`src/rtl/pe_mac_sat.sv`:
```
// pe_mac_sat
//   Horizontal processing element for the output-stationary systolic array.
//   Signed fixed-point Q(DW-1-FRAC).FRAC multiply-accumulate with a two-stage
//   MAC pipeline (operand register, product register, accumulator). It
//   saturates both the product and the accumulator, and has a sticky
//   saturation flag.
//
//   Compile-time option: define PE_ROUND_NEAREST_EN to round the product half
//   up before slicing. When it is undefined, the product is truncated (floor).
//
//   Parameters
//     DW    data/accumulator width, 8..32
//     FRAC  fractional bits, 1..DW-2
//
//   Ports
//     clk, rst           clock (rising edge), synchronous active-low reset
//     en_in              MAC pipeline enable (stalls stages 0..2 when low)
//     valid_in           operand pair valid for accumulation
//     weight_in/ifmap_in signed operands
//     clear_psum         clear accumulator and sticky flag (ignores en_in)
//     en_out             output chain register enable
//     output_eject_ctrl  1: pass output_in along the chain, 0: load own psum
//     output_in          output chain input from the upstream PE
//     weight_out/ifmap_out/valid_out  registered operands to neighbours
//     output_out         output chain register
//     psum_out           accumulator value
//     sat_flag           sticky saturation flag
//
//   Handshake: valid only, no back-pressure. An operand pair is taken on
//   every clk edge with en_in=1. valid_in marks whether that pair
//   accumulates. Invalid pairs still move to the neighbours.
module pe_mac_sat #(
   parameter int DW   = 20,
   parameter int FRAC = 10
) (
   input  logic          clk,
   input  logic          rst,
   input  logic          en_in,
   input  logic          valid_in,
   input  logic [DW-1:0] weight_in,
   input  logic [DW-1:0] ifmap_in,
   input  logic          clear_psum,
   input  logic          en_out,
   input  logic          output_eject_ctrl,
   input  logic [DW-1:0] output_in,
   output logic [DW-1:0] weight_out,
   output logic [DW-1:0] ifmap_out,
   output logic          valid_out,
   output logic [DW-1:0] output_out,
   output logic [DW-1:0] psum_out,
   output logic          sat_flag
);

   localparam logic [DW-1:0] SAT_MAX = {1'b0, {(DW-1){1'b1}}};
   localparam logic [DW-1:0] SAT_MIN = {1'b1, {(DW-1){1'b0}}};

   // Pipeline state
   logic [DW-1:0] weight_reg, ifmap_reg;
   logic          valid_reg;
   logic [DW-1:0] prod_reg;
   logic          prod_valid;
   logic          prod_sat;    // the product in prod_reg was saturated
   logic [DW-1:0] psum_reg;
   logic          sat_reg;
   logic [DW-1:0] output_reg;

   // Stage 1 combinational product
   logic [2*DW-1:0]  a_ext, b_ext, full, full_r;
   logic [DW-FRAC:0] upper;     // bits [2DW-1:FRAC+DW-1] must agree
   logic             p_ovf;
   logic [DW-1:0]    prod_next;
   logic             unused_lo;

`ifdef PE_ROUND_NEAREST_EN
   localparam logic [2*DW-1:0] RND = {{(2*DW-1){1'b0}}, 1'b1} << (FRAC-1);
`endif

   always_comb begin
      // Sign-extend first so that the 2*DW-bit product is exact.
      a_ext = {{DW{ifmap_reg[DW-1]}}, ifmap_reg};
      b_ext = {{DW{weight_reg[DW-1]}}, weight_reg};
      full  = a_ext * b_ext;
`ifdef PE_ROUND_NEAREST_EN
      full_r = full + RND;
`else
      full_r = full;
`endif
      upper     = full_r[2*DW-1:FRAC+DW-1];
      p_ovf     = !((&upper) || !(|upper));
      prod_next = full_r[FRAC+DW-1:FRAC];
      if (p_ovf) prod_next = full_r[2*DW-1] ? SAT_MIN : SAT_MAX;
   end

   assign unused_lo = ^full_r[FRAC-1:0];

   // Stage 2 combinational accumulate, one guard bit
   logic [DW:0]   sum;
   logic          acc_ovf;
   logic [DW-1:0] acc_next;
   logic          load;

   always_comb begin
      sum      = {psum_reg[DW-1], psum_reg} + {prod_reg[DW-1], prod_reg};
      acc_next = sum[DW-1:0];
      acc_ovf  = 1'b0;
      if (sum[DW:DW-1] == 2'b01) begin
         acc_next = SAT_MAX;
         acc_ovf  = 1'b1;
      end else if (sum[DW:DW-1] == 2'b10) begin
         acc_next = SAT_MIN;
         acc_ovf  = 1'b1;
      end
   end

   assign load = en_in && prod_valid;

   always_ff @(posedge clk) begin
      if (!rst) begin
         weight_reg <= '0;
         ifmap_reg  <= '0;
         valid_reg  <= 1'b0;
         prod_reg   <= '0;
         prod_valid <= 1'b0;
         prod_sat   <= 1'b0;
         psum_reg   <= '0;
         sat_reg    <= 1'b0;
         output_reg <= '0;
      end else begin
         if (en_in) begin
            weight_reg <= weight_in;
            ifmap_reg  <= ifmap_in;
            valid_reg  <= valid_in;
            prod_reg   <= prod_next;
            prod_valid <= valid_reg;
            prod_sat   <= valid_reg && p_ovf;
         end
         if (clear_psum) begin
            // On a clear-and-load edge the waiting product is kept, so that a
            // new stream can start without a bubble.
            psum_reg <= load ? prod_reg : '0;
            sat_reg  <= load && prod_sat;
         end else begin
            if (load) psum_reg <= acc_next;
            // A product that saturates flags here, and again when it is
            // consumed. The second set restores the flag if a clear
            // happened in between.
            sat_reg <= sat_reg || (en_in && valid_reg && p_ovf)
                               || (load && (prod_sat || acc_ovf));
         end
         // On a clear edge this takes the value of psum before the clear.
         if (en_out) output_reg <= output_eject_ctrl ? output_in : psum_reg;
      end
   end

   assign weight_out = weight_reg;
   assign ifmap_out  = ifmap_reg;
   assign valid_out  = valid_reg;
   assign output_out = output_reg;
   assign psum_out   = psum_reg;
   assign sat_flag   = sat_reg;

endmodule

```
`config.mk`:
```
export PLATFORM = sky130hd
export DESIGN_NAME = pe_mac_sat
export DESIGN_NICKNAME = d
export VERILOG_FILES = /design/src/rtl/pe_mac_sat.sv
export SDC_FILE = /design/constraint.sdc
export NUM_CORES = 1
export LEC_CHECK = 0
export ABC_AREA = 0
export CAP_MARGIN = 20
export CELL_PAD_IN_SITES_DETAIL_PLACEMENT = 0
export CELL_PAD_IN_SITES_GLOBAL_PLACEMENT = 1
export CORE_MARGIN = 3
export CORE_UTILIZATION = 40
export DETAILED_ROUTE_END_ITERATION = 8
export PLACE_DENSITY = 0.71
export SLEW_MARGIN = 40
export SYNTH_ARGS = -nofsm -noshare
export SYNTH_HDL_FRONTEND = slang
export SYNTH_SLANG_ARGS = --single-unit
export TNS_END_PERCENT = 5
```
`constraint.sdc`:
```
create_clock -name clk -period 23.6 [get_ports clk]
set_input_delay 7.08 -clock clk [delete_from_list [all_inputs] [get_ports clk]]
set_output_delay 7.08 -clock clk [all_outputs]
set_load 0.01 [all_outputs]
```
==> run summary, run 1 <==
* 43.4% — worst-case headroom to the max-slew limit
* 0 — DRT antenna net count
* 15.8% — share of power burned in the clock network
* 8.86 ns — post-layout min period
* 0 — Final Hold Viols
* 104 — TritonCTS Sinks
* 5.17 — number of vias per cell after detailed routing
* fa_1 41%, dfxtp_1 10%, inv_1 8.3% — synth top area cells
* 0 — CTS-repair resized insts
* 50600 sq um — core area
* 42.6 mm — post-DP HPWL
* done — clock tree from TritonCTS
* 0.000554 W — Net Sw Power
* 149 — total I/O pin count
* 15.8k — routed vias
* prod_reg[4] — end of the worst register-to-register path
* 5 — detailed-router iteration count before antenna repair
* 50.4% — Sw Ratio
* 11.2 nW — leakage
* 8.89 sq um — average size of a mapped cell
* 3.60% — share of post-route cells with drive strength above 1
* 0 — maxcap violations
* 0.000545 W — internal power
* 0.10 ns — clock slew at reported path FFs
* 0 — final setup violating endpoints
* 47.6 nW/um^2 — pwr/cell area
* fa_1 — largest area contributor in the synthesized netlist
* 104 — number of synthesized register bits
* clkbuf_16 — clock root buffer master
* 2 — depth of the worst hold-timing path
* 82 — Rows
* 22 — maximum net fanout on the critical path
* 63.0% — Gate power share
* 0 — Post-CTS Setup Repair Bufs
* 37.5% — final worst-path cycle share
* 54.5 mm — wirelength, routed
* clkdlybuf4s50_1 — worst-path cell chain
* false — RSZ-0062 raised after global routing
* 3047 — placed cells
* 233 microns — horizontal die dimension
* dfxtp_1 — top flip-flop cell by instance count after synthesis
* 54500 sq um — Die Outline Area
* flop to primary output — Crit Path Class
* 9 — CTS Buf Count
* 2100 sq um — FF/Latch Area
* output_out[5] — hold endpoint
* 0.71 ns — crit-path max cell delay
* 40.6% — share of the synthesized area in the top cell type
* 778 — Starting DRT DRC Count
* 2327 — Mapped Cells
* 1 — CP bufs+invs
* 24 — depth of the worst register-to-register path
* finished, final reports clean — result of the run
* 17.8 microns — routed len/inst
* 51.9 uV — IR Drop Worst-Case VDD
* 2 — maximum buffer depth of the clock tree
* 40.9% — starting density of the core
* 77 — synth unique cells
* 16400 sq um — area used by multi-input combinational logic
* primary output — Worst Setup End Kind
* 0.849 ns — slew at the pin closest to its max-slew limit
* 0 — global route overflow
* 11.7% — area growth from synthesis to layout
* 0.847 — final weighted congestion in routability-driven placement
* weight_out[2] — Crit Reg-Reg Startpoint
* dfxtp_2 — slowest cell on the critical path
* 0 ns — sum of negative setup slack
* flip-flops — cell family with most CP delay
* 10.1% — part of the Yosys area used for sequential elements
* 0.0171 ns — skew final
* 3001 — final layout net count
* 0.113 GHz — maximum achievable frequency
* 3 — H-tree depth
* 0% — share of async-settable or async-resettable flops after synthesis
* flop to flop — Worst Hold Class
* 21.2% — Sequential Power Share
* 20700 sq um — Post-Synthesis Cell Area
* 0 — number of enable-type register cells in the synthesized netlist
* 0 — antenna violations before repair
* 233 microns — vertical extent of the die
* flop — category of the worst setup path launch point
* 2941 — Net Count, Synth
* 0 — max-slew violation count
* 17.3k — number of global-route vias before repair
* 21.2% — global-route usage over all layers
* 0.487 ns — worst hold margin
* 15.00 ns — worst-case register-to-register setup slack
* inv_1 — most common cell in the synthesized netlist
* 0 — number of buffers inserted by hold repair at cts
* 0 — warnings from Yosys
* 1.78 ns — data arrival time of the critical path
* 78 — largest net degree at the start of global routing
* 91.6 mm — wire length of the first global-routing pass
* 148 — number of I/O port buffers
* 3065 — post-route insts no fill
* 4965 — filler cell count in the final layout
* 455 x inv_1, 420 x fa_1, 242 x nand2_1 — Synth top cells by count
* 0 — DR DRC count
* output_out[5] — launch point of the worst hold path
* 16.52 ns — data required time at the worst endpoint
* 0.40 ns — clock insertion delay at the later pin of the skew report
==> metal layers <==
metal / global-route usage, % / wire length, microns
met5: 0 / 0
met4: 4.51 / 826
met3: 2.29 / 1490
met2: 38.1 / 27800
met1: 27.5 / 24400
==> metrics by stage <==
step	utilization (%)	instance area, sq um	power (W)	worst slack [ns]
after floorplan	-	20700	0.000734	15.00
after global placement	44.9	22700	0.000911	14.24
after detailed placement	45.0	22800	0.000925	14.66
after CTS	45.6	23100	0.00111	14.47
after global routing	45.7	23100	0.00121	14.33
final	45.7	23100	0.00110	14.74
==> cells by family after synthesis <==
family	count (synthesis)	share of synthesized area, %
AND/OR/NAND/NOR	746	17.9
buffers and inverters	588	10.8
adder cells (fa/ha/maj)	547	48.3
AO/OA/AOI/OAI	227	7.66
flip-flops	104	10.1
multiplexers	67	3.24
XOR/XNOR	48	2.03
==> worst min-delay path: cells and delay by family, from the launching register on <==
family / cells / cell delay (ns)
flops: 1 / 0.32
simple gates: 1 / 0.08
compound gates: 1 / 0.05
==> layout by cell type, fill, tap and decap left out, drive strengths merged, types with 20 or more instances in the layout <==
cell	count
and2	210
inv	461
nor4	22
nor3	40
dfxtp	104
xnor2	32
clkdlybuf4s50	147
and3	20
fa	420
ha	127
nand2	243
buf	33
o21ai	53
a211oi	29
nor2	138
mux2i	67
a21oi	39
==> power by group through the flow <==
| stage | Combinational (W) | Sequential (W) | Clock (W) |
|---|---|---|---|
| after floorplan | 0.000514 | 0.000220 | 0 |
| after global placement | 0.000674 | 0.000237 | 0 |
| after detailed placement | 0.000687 | 0.000238 | 0 |
| after CTS | 0.000691 | 0.000234 | 0.000181 |
| after global routing | 0.000789 | 0.000237 | 0.000185 |
| final | 0.000693 | 0.000233 | 0.000173 |
==> how the worst max path moves through the flow <==
stage,startpoint,end,cells after the start
floorplan,en_in,psum_out[15],7
global placement,clear_psum,psum_out[3],5
detailed placement,clear_psum,psum_out[12],5
CTS,weight_out[4],weight_out[4],1
global route,ifmap_out[19],prod_reg[6],23
finish,weight_out[9],weight_out[9],1
==> cell type report <==
cell class / count / area share [%]
multi-input cells: 1635 / 71.0
flip-flops and latches: 104 / 9.09
repair buffers: 180 / 7.49
inverters: 457 / 7.42
well taps: 672 / 3.64
clock buffers: 9 / 0.975
clock inverters: 7 / 0.417
diodes: 1 / 0.0108
Note: power is estimated with default switching activity, not from simulation.
==> run 2, diff against run 1 <==
PLACE_DENSITY = 0.74   (was 0.71)
clock period = 7.95 ns   (was 23.6 ns; I/O delays follow)
==> run summary, run 2 (synthesis gave the netlist of run 1 again) <==
* finished, final reports clean — result of the run
* 91.3 mm — wire length of the first global-routing pass
* 2 — maximum buffer depth of the clock tree
* 8.25 ns — data required time at the worst endpoint
* 0.61 ns — crit-path max cell delay
* 0 — global route overflow
* 50.5% — worst-case headroom to the max-slew limit
* 0 ns — sum of negative setup slack
* 24 — depth of the worst register-to-register path
* 16.0k — routed vias
* 11.5 nW — leakage
* 19 — maximum net fanout on the critical path
* 5 — CP bufs+invs
* 55.0 mm — wirelength, routed
* 141 nW/um^2 — pwr/cell area
* 855 — Starting DRT DRC Count
* 0 — DRT antenna net count
* weight_out[6] — worst setup path startpoint
* 3056 — final layout net count
* 7.98 ns — data arrival time of the critical path
* 5.13 — number of vias per cell after detailed routing
* flop — Worst Setup End Kind
* 0 — number of buffers inserted by hold repair at cts
* 455 x inv_1, 418 x fa_1, 242 x nand2_1 — leading cell types in the layout, fill and taps excluded
* 46.6% — Layout Utilization
* 13.9% — area growth from synthesis to layout
* 0.741 ns — slew at the pin closest to its max-slew limit
* 233 microns — horizontal die dimension
* 0 — CTS-repair resized insts
* prod_reg[15] — end of the worst register-to-register path
* 67 — largest net degree at the start of global routing
* prod_reg[15] — Critical Path Sink
* 3 — H-tree depth
* 0.130 GHz — maximum achievable frequency
* 5 — detailed-router iteration count before antenna repair
* 24 — number of stages on the worst setup path
* adder cells — cell family with most CP delay
* 0.0254 ns — skew final
* 96.6% — final worst-path cycle share
* 17.3k — number of global-route vias before repair
* 233 microns — vertical extent of the die
* 50600 sq um — core area
* 0 — final setup violating endpoints
* 0.486 ns — worst hold margin
* buf_4 -> nand2_1 -> fa_1 -> fa_1 -> fa_1 -> inv_1 -> fa_1 -> fa_1 -> fa_1 -> inv_1 -> fa_1 -> inv_1 -> ha_1 -> nand2_1 -> nor2_1 -> and3_1 -> nor2b_1 -> nand3_2 -> and4_1 -> o41a_1 -> or4_4 -> o311a_1 -> buf_12 -> nor3_1 — worst-path cell chain
* clkbuf_16 — clock root buffer master
* 0 — max-slew violation count
* 54500 sq um — Die Outline Area
* 82 — Rows
* flop — category of the worst setup path launch point
* 40.9% — starting density of the core
* 0.846 — final weighted congestion in routability-driven placement
* flop to flop — Crit Path Class
* flop to flop — Worst Hold Class
* fa_1 — CP most frequent cell
* 17.6 microns — routed len/inst
* 104 — TritonCTS Sinks
* false — RSZ-0062 raised after global routing
* 0 — DR DRC count
* 148 — number of I/O port buffers
* inv_1 — most common cell after layout, fill and taps aside
* 9 — CTS Buf Count
* done — clock tree from TritonCTS
* 6.29% — share of post-route cells with drive strength above 1
* 45.3 mm — post-DP HPWL
* 21.2% — global-route usage over all layers
* 0 — antenna violations before repair
* 0 — maxcap violations
* 4927 — filler cell count in the final layout
* 0.09 ns — clock slew at reported path FFs
* 0 — Post-CTS Setup Repair Bufs
* fa_1 — slowest cell on the critical path
* 0 — Final Hold Viols
* 0.27 ns — worst-case register-to-register setup slack
* 132 uV — IR Drop Worst-Case VDD
* 0.40 ns — clock insertion delay at the later pin of the skew report
* 149 — total I/O pin count
* weight_out[6] — Crit Reg-Reg Startpoint
* 7.68 ns — post-layout min period
-- run 2: how the worst min path moves through the flow --
| stage | start | endpoint | slack, ns | depth (start not counted) |
|---|---|---|---|---|
| floorplan | prod_reg[15] | psum_out[15] | 0.47 | 2 |
| global placement | output_out[0] | output_out[0] | 0.47 | 2 |
| detailed placement | output_out[2] | output_out[2] | 0.48 | 2 |
| CTS | output_out[18] | output_out[18] | 0.49 | 2 |
| global route | output_out[16] | output_out[16] | 0.51 | 2 |
| finish | output_out[7] | output_out[7] | 0.49 | 2 |
-- run 2: per-stage QoR --
| step | worst slack [ns] | instances | area (sq um) | total power, W |
|---|---|---|---|---|
| CTS | 0.0405 | 3119 | 23500 | 0.00334 |
| finish | 0.270 | 3120 | 23600 | 0.00331 |
| global route | 0.00830 | 3119 | 23600 | 0.00365 |
| detailed placement | 0.0946 | 3103 | 23200 | 0.00282 |
| global placement | 0.136 | 3103 | 23200 | 0.00278 |
| floorplan | 0.239 | 2327 | 20700 | 0.00218 |
-- run 2: metal layers --
metal	GRT usage [%]	share of wire, %	vias up
met4	5.93	2.8	0
met3	2.54	4.0	71
met1	26.5	41	8166
met5	0	0	-
met2	38.7	52	339
li1	-	-	7425
-- run 2: layout make-up --
class,instances,area (sq um),area share [%]
multi-input cells,1635,16400,69.6
well taps,672,841,3.57
clock inverters,7,68.8,0.292
flip-flops and latches,104,2110,8.95
inverters,457,1720,7.28
diodes,1,2.50,0.0106
repair buffers,235,2200,9.32
clock buffers,9,225,0.955
-- run 2: power breakdown --
part	internal (W)	switching (W)
Clock	0.000224	0.000275
Sequential	0.000589	0.000102
Combinational	0.000877	0.00125
-- run 2: worst reg2reg max path, delay by kind of cell (launching register included) --
| kind | cells | cell delay (ns) |
|---|---|---|
| AO/OA/AOI/OAI | 2 | 0.70 |
| adder cells (fa/ha/maj) | 8 | 3.93 |
| buffers and inverters | 5 | 0.51 |
| flip-flops | 1 | 0.49 |
| AND/OR/NAND/NOR | 9 | 1.96 |
==> run 3, diff against run 2 <==
CORE_ASPECT_RATIO = 1.2   (was not set)
==> run summary, run 3 (synthesis gave the netlist of run 1 again) <==
* 90 — Rows
* 0 — Final Hold Viols
* 49.0% — worst-case headroom to the max-slew limit
* 7.61 ns — post-layout min period
* 9 — CTS Buf Count
* 54500 sq um — Die Outline Area
* 0.131 GHz — maximum achievable frequency
* 40.8% — starting density of the core
* 703 — Starting DRT DRC Count
* 0 — number of buffers inserted by hold repair at cts
* 144 uV — IR Drop Worst-Case VDD
* clkbuf_16 — clock root buffer master
* 18.1 microns — routed len/inst
* 13.8% — area growth from synthesis to layout
* 50700 sq um — core area
* 0 — DR DRC count
* 15.9k — routed vias
* 0.41 ns — clock insertion delay at the later pin of the skew report
* 46.6 mm — post-DP HPWL
* 149 — total I/O pin count
* 0.338 ns — Final WS setup
* fa_1 — CP most frequent cell
* 0.854 — final weighted congestion in routability-driven placement
* 2 — maximum buffer depth of the clock tree
* 0.60 ns — crit-path max cell delay
* 46 — largest net degree at the start of global routing
* 0 — antenna diode instance count
* 0.10 ns — clock slew at reported path FFs
* 0.764 ns — slew at the pin closest to its max-slew limit
* 0 ns — sum of negative setup slack
* 0 — DRT antenna net count
* 0.0208 ns — skew final
* flop — category of the worst setup path launch point
* 0 — antenna violations before repair
* 0 — max-slew violation count
* 6.37% — share of post-route cells with drive strength above 1
* 0 — maxcap violations
* 8.28 ns — data required time at the worst endpoint
* flop — Worst Setup End Kind
* inv_1 — most common cell after layout, fill and taps aside
* 55.9 mm — wirelength, routed
* 4924 — filler cell count in the final layout
* 21.5% — global-route usage over all layers
* 0 — final setup violating endpoints
* 46.5% — Layout Utilization
* 7.94 ns — data arrival time of the critical path
* 19 — maximum net fanout on the critical path
* 0 — Post-CTS Setup Repair Bufs
* 214 microns — horizontal die dimension
* fa_1 — slowest cell on the critical path
* done — clock tree from TritonCTS
* 95.7% — final worst-path cycle share
* flop to flop — Worst Hold Class
* 5.14 — number of vias per cell after detailed routing
* 141 nW/um^2 — pwr/cell area
* buf_6 -> nand2_1 -> fa_1 -> fa_1 -> fa_1 -> inv_1 -> fa_1 -> fa_1 -> fa_1 -> inv_1 -> fa_1 -> inv_1 -> ha_1 -> nand2_1 -> nor2_1 -> and3_1 -> nor2b_1 -> nand3_2 -> and4_1 -> o41a_1 -> or4_4 -> o311a_1 -> buf_12 -> nor3_1 — worst-path cell chain
* 148 — number of I/O port buffers
* 5 — detailed-router iteration count before antenna repair
* 104 — TritonCTS Sinks
* 11.5 nW — leakage
* 92.1 mm — wire length of the first global-routing pass
* 0 — global route overflow
* 3 — H-tree depth
* 17.6k — number of global-route vias before repair
* 455 x inv_1, 419 x fa_1, 242 x nand2_1 — leading cell types in the layout, fill and taps excluded
* finished, final reports clean — result of the run
* false — RSZ-0062 raised after global routing
* flop to flop — Crit Path Class
* 3059 — final layout net count
* 255 microns — vertical extent of the die
* 0.0245 ns — pre-CTS WS
-- run 3: routing by layer --
metal  track usage (%)  routed length [microns]  vias to the layer above
met5                 0                        0                        -
met4              6.55                     1390                        0
met3              1.50                     1370                       66
met2              40.4                    29800                      254
met1              26.3                    23300                     8161
li1                  -                        -                     7423
-- run 3: power breakdown --
part / internal [W] / switching (W) / total (W)
clock: 0.000223 / 0.000283 / 0.000506
sequential: 0.000589 / 0.000104 / 0.000692
combinational: 0.000878 / 0.00125 / 0.00213
total: 0.00169 / 0.00164 / 0.00333
-- run 3: worst max-delay path: cells and delay by family, from the launching register on --
kind,cells,cell delay (ns)
DFF,1,0.44
adders and majority gates,8,3.96
AOI/OAI and AO/OA,2,0.70
and+or+nand+nor,9,1.88
buffers and inverters,5,0.53
-- run 3: stage by stage --
step	power [W]	std cells	instance area, sq um	hold slack (ns)
final	0.00333	3094	23500	0.488
after global routing	0.00365	3094	23500	0.504
after CTS	0.00336	3094	23500	0.493
after detailed placement	0.00283	3078	23200	0.479
after global placement	0.00279	3078	23200	0.473
after floorplan	0.00218	2327	20700	0.467
-- run 3: path summary, 6_finish.rpt --
kind,startpoint,to,slack (ns),cells past startpoint
worst max register to register,weight_out[5],prod_reg[9],0.34,24
worst min-delay path,output_out[16],output_out[16],0.49,2
worst min register to register,output_out[16],output_out[16],0.49,2
worst max-delay path,weight_out[5],prod_reg[9],0.34,24
-- run 3: final cells by class --
cell class / instances / area [sq um] / share of cell area, %
Sequential cell: 104 / 2120 / 8.99
Clock inverter: 7 / 70.1 / 0.298
Tap cell: 644 / 806 / 3.42
Inverter: 457 / 1720 / 7.30
Timing Repair Buffer: 238 / 2210 / 9.38
Clock buffer: 9 / 225 / 0.957
Multi-Input combinational cell: 1635 / 16400 / 69.7
-- run 3: timing repair --
| action | 4_1_cts | 5_1_grt |
|---|---|---|
| pin swaps | 0 | 1 |
| endpoints found under the setup margin | 18 | 22 |
| gates resized for setup | 1 | 31 |
